==> src/rtl/fifo3_pkg.sv <==
// ============================================================================
//  Module      : fifo3_pkg
//  Description : Shared constants and state encoding for the 3x32
//                instruction-FIFO read controller.
//  Revision    : 1.0 - initial release
// ============================================================================
`default_nettype none

package fifo3_pkg;

  localparam int DEPTH = 3;   // FIFO entries
  localparam int DW    = 32;  // data width
  localparam int CNT_W = 2;   // width of count and read index

  localparam logic [CNT_W-1:0] CNT_FULL = CNT_W'(DEPTH);
  localparam logic [CNT_W-1:0] IDX_LAST = CNT_W'(DEPTH - 1);

  typedef enum logic [1:0] {
    S_IDLE  = 2'd0,
    S_RUN   = 2'd1,
    S_FLUSH = 2'd2
  } state_t;

endpackage

`default_nettype wire

==> src/rtl/skid_reg2.sv <==
// ============================================================================
//  Module      : skid_reg2
//  Description : Two-entry holding stage (output reg + skid reg) between the
//                FIFO read data and the decode valid/ready stream. A word
//                arriving while the output reg is empty is presented straight
//                away and parked in the output reg only if decode stalls.
//  Ports       : clk, rst       - clock, synchronous active-high reset
//                flush          - drop held words and the arriving word
//                in_valid/in_data - captured FIFO word (in-flight read)
//                out_valid/out_ready/out_data - decode stream
//                held           - number of words parked (0..2)
//  Revision    : 1.0 - initial release
// ============================================================================
`default_nettype none

module skid_reg2
  import fifo3_pkg::*;
(
  input  logic          clk,
  input  logic          rst,
  input  logic          flush,
  input  logic          in_valid,
  input  logic [DW-1:0] in_data,
  output logic          out_valid,
  input  logic          out_ready,
  output logic [DW-1:0] out_data,
  output logic [1:0]    held
);

  logic          o_v;
  logic          s_v;
  logic [DW-1:0] o_d;
  logic [DW-1:0] s_d;
  logic          byp;
  logic          fire;

  // The arriving word goes straight to decode when nothing older is parked.
  assign byp       = in_valid & ~o_v & ~flush;
  assign out_valid = o_v | byp;
  assign out_data  = o_v ? o_d : (byp ? in_data : '0);
  assign fire      = out_valid & out_ready;
  assign held      = {1'b0, o_v} + {1'b0, s_v};

  always_ff @(posedge clk) begin
    if (rst) begin
      o_v <= 1'b0;
      s_v <= 1'b0;
      o_d <= '0;
      s_d <= '0;
    end else if (flush) begin
      o_v <= 1'b0;
      s_v <= 1'b0;
    end else if (o_v) begin
      if (fire) begin
        // Skid word always moves up before the arriving word.
        if (s_v) begin
          o_d <= s_d;
          s_v <= in_valid;
          if (in_valid) s_d <= in_data;
        end else begin
          o_v <= in_valid;
          if (in_valid) o_d <= in_data;
        end
      end else if (in_valid) begin
        // Parent's credit check guarantees the skid slot is free here.
        s_v <= 1'b1;
        s_d <= in_data;
      end
    end else if (in_valid && !out_ready) begin
      o_v <= 1'b1;
      o_d <= in_data;
    end
  end

endmodule

`default_nettype wire

==> src/rtl/fifo3_read_ctrl.sv <==
// ============================================================================
//  Module      : fifo3_read_ctrl
//  Description : Read-side controller for the 3x32 instruction FIFO. Tracks
//                occupancy from writer pushes, issues read/increment/clear
//                strobes, absorbs the FIFO's 1-cycle read latency and feeds
//                decode on a valid/ready stream. Handles redirect flush.
//  Ports       : clk, rst        - clock, synchronous active-high reset
//                wr_inc          - writer pushed a word this cycle
//                flush           - discard queued and in-flight words
//                fifo_data       - FIFO DataOut (valid cycle after fifo_rden)
//                fifo_rden/fifo_rd_inc/fifo_rd_clr/fifo_wr_clr - FIFO strobes
//                out_valid/out_ready/out_data - decode stream
//                count, full, overflow - occupancy status
//                pop_cnt, starve_cnt   - statistics (QREAD_STATS_EN only)
//  Config      : define QREAD_STATS_EN to add the statistics counters.
//  Revision    : 1.0 - initial release
// ============================================================================
`default_nettype none

module fifo3_read_ctrl
  import fifo3_pkg::*;
(
  input  logic             clk,
  input  logic             rst,
  input  logic             wr_inc,
  input  logic             flush,
  input  logic [DW-1:0]    fifo_data,
  output logic             fifo_rden,
  output logic             fifo_rd_inc,
  output logic             fifo_rd_clr,
  output logic             fifo_wr_clr,
  output logic             out_valid,
  input  logic             out_ready,
  output logic [DW-1:0]    out_data,
  output logic [CNT_W-1:0] count,
  output logic             full,
  output logic             overflow
`ifdef QREAD_STATS_EN
  ,
  output logic [15:0]      pop_cnt,
  output logic [15:0]      starve_cnt
`endif
);

  state_t           state;
  logic [CNT_W-1:0] rd_idx;
  logic             inflight;
  logic [1:0]       held;
  logic             wr_eff;
  logic             fire;
  logic [2:0]       busy;
  logic             issue;
  logic             ovf_set;
  logic [CNT_W-1:0] cnt_nx;

  assign full   = (count == CNT_FULL);
  assign wr_eff = wr_inc & ~flush & (state != S_FLUSH);
  assign fire   = out_valid & out_ready;

  // Holding-stage slots already spoken for: parked words, the word on
  // fifo_data, and the read strobe currently out. A word leaving this cycle
  // frees its slot, which keeps a full word per cycle flowing.
  assign busy  = {1'b0, held} + {2'b00, inflight} + {2'b00, fifo_rden}
               - {2'b00, fire};

  // A push this cycle can be read straight away, so it counts as available.
  assign issue = ((count != '0) | wr_eff) & ~flush & (state != S_FLUSH)
               & (busy < 3'd2);

  assign ovf_set = wr_eff & full & ~issue;

  always_comb begin
    cnt_nx = count;
    if (wr_eff && !issue) begin
      cnt_nx = full ? count : count + 2'd1;
    end else if (!wr_eff && issue) begin
      cnt_nx = count - 2'd1;
    end
  end

  always_ff @(posedge clk) begin
    if (rst) begin
      state       <= S_IDLE;
      count       <= '0;
      rd_idx      <= '0;
      inflight    <= 1'b0;
      overflow    <= 1'b0;
      fifo_rden   <= 1'b0;
      fifo_rd_inc <= 1'b0;
      fifo_rd_clr <= 1'b0;
      fifo_wr_clr <= 1'b0;
    end else if (flush) begin
      // The read strobe out this cycle still reaches the FIFO; clearing
      // inflight drops the word it returns.
      state       <= S_FLUSH;
      count       <= '0;
      rd_idx      <= '0;
      inflight    <= 1'b0;
      fifo_rden   <= 1'b0;
      fifo_rd_inc <= 1'b0;
      fifo_rd_clr <= 1'b1;
      fifo_wr_clr <= 1'b1;
    end else begin
      inflight    <= fifo_rden;
      fifo_rden   <= issue;
      fifo_rd_inc <= issue & (rd_idx != IDX_LAST);
      fifo_rd_clr <= issue & (rd_idx == IDX_LAST);
      fifo_wr_clr <= 1'b0;
      if (issue) begin
        rd_idx <= (rd_idx == IDX_LAST) ? '0 : rd_idx + 2'd1;
      end
      count <= cnt_nx;
      if (ovf_set) overflow <= 1'b1;

      case (state)
        S_IDLE:  if (wr_eff) state <= S_RUN;
        // Also wait for a pending strobe or push so a word is never left
        // travelling while the controller reports idle.
        S_RUN:   if (count == '0 && held == 2'd0 && !inflight &&
                     !fifo_rden && !wr_eff) state <= S_IDLE;
        S_FLUSH: state <= S_IDLE;
        default: state <= S_IDLE;
      endcase
    end
  end

  skid_reg2 u_skid (
    .clk       (clk),
    .rst       (rst),
    .flush     (flush),
    .in_valid  (inflight),
    .in_data   (fifo_data),
    .out_valid (out_valid),
    .out_ready (out_ready),
    .out_data  (out_data),
    .held      (held)
  );

`ifdef QREAD_STATS_EN
  always_ff @(posedge clk) begin
    if (rst) begin
      pop_cnt    <= '0;
      starve_cnt <= '0;
    end else begin
      if (fire) pop_cnt <= pop_cnt + 16'd1;
      if (out_ready && !out_valid && state == S_RUN) begin
        starve_cnt <= starve_cnt + 16'd1;
      end
    end
  end
`endif

endmodule

`default_nettype wire

==> config.mk <==
export PLATFORM = sky130hd
export DESIGN_NAME = fifo3_read_ctrl
export DESIGN_NICKNAME = d
export VERILOG_FILES = /design/src/rtl/fifo3_pkg.sv /design/src/rtl/skid_reg2.sv /design/src/rtl/fifo3_read_ctrl.sv
export SDC_FILE = /design/constraint.sdc
export NUM_CORES = 1
export LEC_CHECK = 0
export CAP_MARGIN = 20
export CORE_ASPECT_RATIO = 1.75
export CORE_MARGIN = 2
export CORE_UTILIZATION = 40
export CTS_CLUSTER_DIAMETER = 200
export DETAILED_ROUTE_END_ITERATION = 7
export GPL_ROUTABILITY_DRIVEN = 0
export GPL_TIMING_DRIVEN = 0
export SKIP_CTS_REPAIR_TIMING = 1
export SYNTH_ARGS = -nofsm -noshare
export SYNTH_HDL_FRONTEND = slang
export SYNTH_SLANG_ARGS = --single-unit
export TNS_END_PERCENT = 20
==> constraint.sdc <==
create_clock -name clk -period 4.3 [get_ports clk]
set_clock_uncertainty 0.2 [all_clocks]
set_input_delay 0.86 -clock clk [delete_from_list [all_inputs] [get_ports clk]]
set_output_delay 0.86 -clock clk [all_outputs]
set_load 0.01 [all_outputs]
# == Word-level counts from Yosys, hierarchy flattened ==
# Index checks and enable logic that the tools add are counted.
# word_totals
register_bits,78
out_inout_bits,41
wordCells,106
# op_classes
add_sub_neg,7
order_cmp,1
n_eq_ne,13
mux,27
bitwise_logic,17
n_reduce_logical,27
# op_table
cell,count
2-to-1 mux 32 bit,10
2-to-1 mux 2 bit,7
bitwise AND 1 bit,12
inequality test 2 bit (second input constant),6
AND reduction 2 bit,5
2-to-1 mux 1 bit,9
inequality test 3 bit (second input constant),3
nonzero test 2 bit,4
logical AND 1 bit,7
zero test 2 bit,3
zero test 1 bit,5
adder 2 x 1 -> 2 bit (second input constant),2
== test 2 bit (second input constant),2
case mux 2 bit (2 select lines),1
AND reduction 4 bit,1
adder 2 x 1 -> 3 bit,1
adder 3 x 1 -> 3 bit,1
< comparator 3 x 2 -> 1 bit (second input constant),1
NOT 1 bit,3
AND reduction 3 bit,1
subtractor 3 x 1 -> 3 bit,1
adder 1 x 1 -> 2 bit,1
== test 2 x 1 -> 1 bit (second input constant),1
inequality test 2 x 1 -> 1 bit (second input constant),1
other kinds (3),4

# == Logic depth before layout (Yosys ltp) ==
# Gate-level depths: netlist (run 1).
# logic_depth
word_depth,12
mapped_depth,12
ltp_nobuf,11

# == Cells and area by module ==
# A second synthesis (run 1) with hierarchy kept.
# hier_totals
hier_cells,498
area_unflattened_um2,4544.4
# by_module_without_submodules
module,n_inst,cells_per_inst,area_per_inst_um2,seq_area_each_um2
skid_reg2,1,429,3931.3,1321.3
fifo3_read_ctrl,1,69,613.1,240.2

# == Least setup slack after synthesis (run 1) ==
# Ideal clock, no wire load.
# synth_path
path_type,input port to flip-flop
startpoint,input port flush
endpoint,register rd_idx[0]
setup_time_ns,0.072
arrival_time_ns,3.403
required_time_ns,4.028
path_slack_ns,0.624
cell_stages,11
path_cell_list,clkbuf_1 > o21ai_0 > nand2_1 > ha_1 > ha_1 > a21o_1 > fa_1 > xnor2_1 > nor2_1 > o311ai_1 > mux2i_1
# synth_between
elab_chain_len,7
word_cells_on_any_way,13
cone_classes,add/sub: 1; order compare: 1; bitwise: 10; reduce/logical: 1
# synth_rtl
element,line,source
from (decl),fifo3_read_ctrl.sv:26,"input logic flush,"
NOT 1 bit (no source line),n/a,
bitwise AND 1 bit,skid_reg2.sv:38,assign byp = in_valid & ~o_v & ~flush;
OR 1 bit,skid_reg2.sv:39,assign out_valid = o_v | byp;
net out_valid,fifo3_read_ctrl.sv:32,"output logic out_valid,"
bitwise AND 1 bit,fifo3_read_ctrl.sv:58,assign fire = out_valid & out_ready;
subtractor 3 x 1 -> 3 bit,fifo3_read_ctrl.sv:64,"- {2'b00, fire};"
< comparator 3 x 2 -> 1 bit,fifo3_read_ctrl.sv:68,& (busy < 3'd2);
bitwise AND 1 bit,fifo3_read_ctrl.sv:68,
to (signal assigned),fifo3_read_ctrl.sv:110,rd_idx <= (rd_idx == IDX_LAST) ? '0 : rd_idx + 2'd1;
to (decl),fifo3_read_ctrl.sv:46,logic [CNT_W-1:0] rd_idx;
# The timed path passes the listed nets, and every way through them passes these cells.
# A chain may end at the register's enable or synchronous reset.

# == Worst setup path in the final report (run 1) ==
# layout_path
startpoint,input port flush
endpoint,output port out_data[1]
# layout_between
elab_chain_len,4
# layout_rtl
element,line,source
NOT 1 bit (no source line),n/a,
bitwise AND 1 bit,skid_reg2.sv:38,
2-to-1 mux 32 bit (2 in a row),skid_reg2.sv:40,assign out_data = o_v ? o_d : (byp ? in_data : '0);
to (decl),fifo3_read_ctrl.sv:34,"output logic [DW-1:0] out_data,"
# No other way between the ends.

==> results.yml, run 1 <==
run_status:
  outcome: "complete, no violations"
critical_path:
  cp.required_ns: 3.24
  path_max_fanout: 10
  worstSetupPathType: "input pin to output port"
  cp-start-kind: "input pin"
  cp_data_arrival_time_ns: 3.06
  end_kind: "output port"
yosys:
  synth_edf_count: 0
  synth_flop_cell: "dfxtp_1"
  synth-warning-count: 0
  syn_inst: 446
  synth_area_um2: 3750
  async_flop_share: 0
  synth-seq-cells: 78
  syn_area_per_cell_um2: 8.41
  postSynthNetCount: 489
  ys_seq_area_frac: 0.416
  synth_cell_types: 38
global_routing:
  antenna_found_initial: 0
  grt_max_degree: 12
  groute.usage.overall: 0.210
  grt_pass1_vias: 3457
  overflow: 0
  grt_pass1_wl_um: 17200
placement:
  portBuffers: 75
  dp_hpwl_um: 7510
  dp_cells: 641
detailed_routing:
  wl_met2_um: 5660
  wl_um: 10600
  wl_met3_um: 439
  ant_nets: 0
  vias: 3569
  highest_layer: "met4"
  wl_per_cell_um: 16.1
  via_per_inst: 5.45
  drt_iter0_markers: 191
  drc_errors: 0
  dr.pass1.iters: 4
  drt-met1-wl_um: 4260
timing:
  tightest_slew_ns: 0.846
  rsz0062_at_grt: "no"
  fin_tns_setup_ns: 0
  period_share: 0.957
  hold_viol: 0
  fmax_ghz: 0.243
  setup_viol: 0
  slew_viol_final: 0
  post-route-min-period_ns: 4.12
  slew-limit-headroom: 0.427
floorplanning:
  core_area_um2: 9090
  dieWidth_um: 77.2
  dieArea_um2: 10200
  rows: 46
  ios: 78
  fp.dieH_um: 132
  initial_utilization: 0.412
cells_and_area:
  antenna_cells: 0
  final_common_cell: "nand2_1"
  nets: 575
  drive_above_1_share: 0.0953
  area_growth_pct: 30.9
  final_cell_mix: "nand2_1 (103), dfxtp_1 (78), clkdlybuf4s50_1 (75)"
  final_cells: 655
  nFillCells: 906
clock_network:
  root_buffer: "clkbuf_16"
  cts_tree: "yes"
  clock_latency_ns: 0.34
  cts_buffers: 9
  clkSinkCount: 78
  htree_num_levels: 3
  clockBufferDepth: 2
  clk_pin_slew_worst_paths_ns: 0.06
power:
  leakagePower_nw: 1.67
  pwr_density_cell_nw_per_um2: 307
  vdd_drop_max_mv: 0.276
min_path:
  hold_path.class: "flop to flop"
run:
  max_cap_viol_count: 0
## worst paths after layout
path | depth (start not counted) | slack (ns) | from | endpoint
setup / recovery | 5 | 0.18 | flush | out_data[1]
hold / removal | 1 | 0.21 | state[1] | state[0]
setup reg to reg | 11 | 1.00 | inflight | rd_idx[0]
hold reg to reg | 1 | 0.21 | state[1] | state[0]
## kinds of logic after synthesis
group / after synthesis / synth area share
AO/OA/AOI/OAI: 114 / 0.275
XOR/XNOR: 1 / 0.00234
adder cells (fa/ha/maj): 6 / 0.0220
buffers and inverters: 49 / 0.0577
flip-flops: 78 / 0.416
multiplexers: 2 / 0.00534
AND/OR/NAND/NOR: 196 / 0.222
## synthesized netlist by cell type (all sizes together), types with 2 or more instances
cell    instances  area, µm²
a21oi          36        191
nor4            2       12.5
nand2b          2       12.5
a22o           33        289
ha              5       62.6
nor3            5       25.0
or2             2       12.5
nor4b           2       17.5
nand3          34        170
dfxtp          78       1560
o21ai           4       20.0
buf             7       58.8
nor2           39        146
and2            2       12.5
clkbuf         33        124
inv             9       33.8
a311oi         32        455
nor2b           2       12.5
mux2i           2       20.0
nand2         103        387
## state kept, by name (all words and copies together), names as in the netlist
| name | count |
|---|---|
| count | 2 |
| fifo_rd_clr | 1 |
| fifo_rd_inc | 1 |
| fifo_rden | 1 |
| fifo_wr_clr | 1 |
| inflight | 1 |
| overflow | 1 |
| rd_idx | 2 |
| state | 2 |
| u_skid.o_d | 32 |
| u_skid.o_v | 1 |
| u_skid.s_d | 32 |
| u_skid.s_v | 1 |
## through the flow
| stage | hold WS, ns | util | power [mW] | instance area (µm²) | setup WS [ns] |
|---|---|---|---|---|---|
| after CTS | 0.215 | 0.540 | 1.51 | 4910 | 0.138 |
| after global routing | 0.225 | 0.540 | 1.55 | 4910 | 0.0332 |
| after global placement | 0.200 | 0.512 | 0.837 | 4650 | 0.121 |
| final | 0.210 | 0.540 | 1.51 | 4910 | 0.183 |
| after detailed placement | 0.209 | 0.512 | 0.838 | 4650 | 0.125 |
| after floorplan | 0.193 | - | 0.780 | 3750 | 0.624 |
## critical path: stages
cell and delay [ns]:
clkbuf_1 0.23, nor3_1 0.71, clkbuf_1 0.47, a22o_1 0.23, clkdlybuf4s50_1 0.54
## metal layers
layer / track usage / up-vias
met5: 0 / -
li1: - / 1761
met2: 0.380 / 85
met3: 0.0295 / 18
met1: 0.241 / 1705
met4: 0.0923 / 0
## report_power, final
part           switching, mW  internal [mW]  leakage (nW)
sequential           0.00200          0.727         0.629
clock                  0.285          0.398         0.128
combinational         0.0500         0.0434         0.916
## area by class of cell
| type | count | area, µm² | area share |
|---|---|---|---|
| inverters | 9 | 33.8 | 0.00688 |
| clock inverters | 2 | 10.0 | 0.00204 |
| well taps | 120 | 150 | 0.0306 |
| multi-input cells | 319 | 1970 | 0.402 |
| repair buffers | 75 | 751 | 0.153 |
| clock buffers | 12 | 246 | 0.0502 |
| plain buffers | 40 | 183 | 0.0372 |
| flip-flops and latches | 78 | 1560 | 0.318 |
Note: power is estimated with default switching activity, not from simulation.
==> inputs of run 2 (changes only) <==
- CTS_CLUSTER_DIAMETER: 200 -> 80
==> results of run 2 <==
Same layout as run 1: the final DEF is identical, and so are final timing and power.
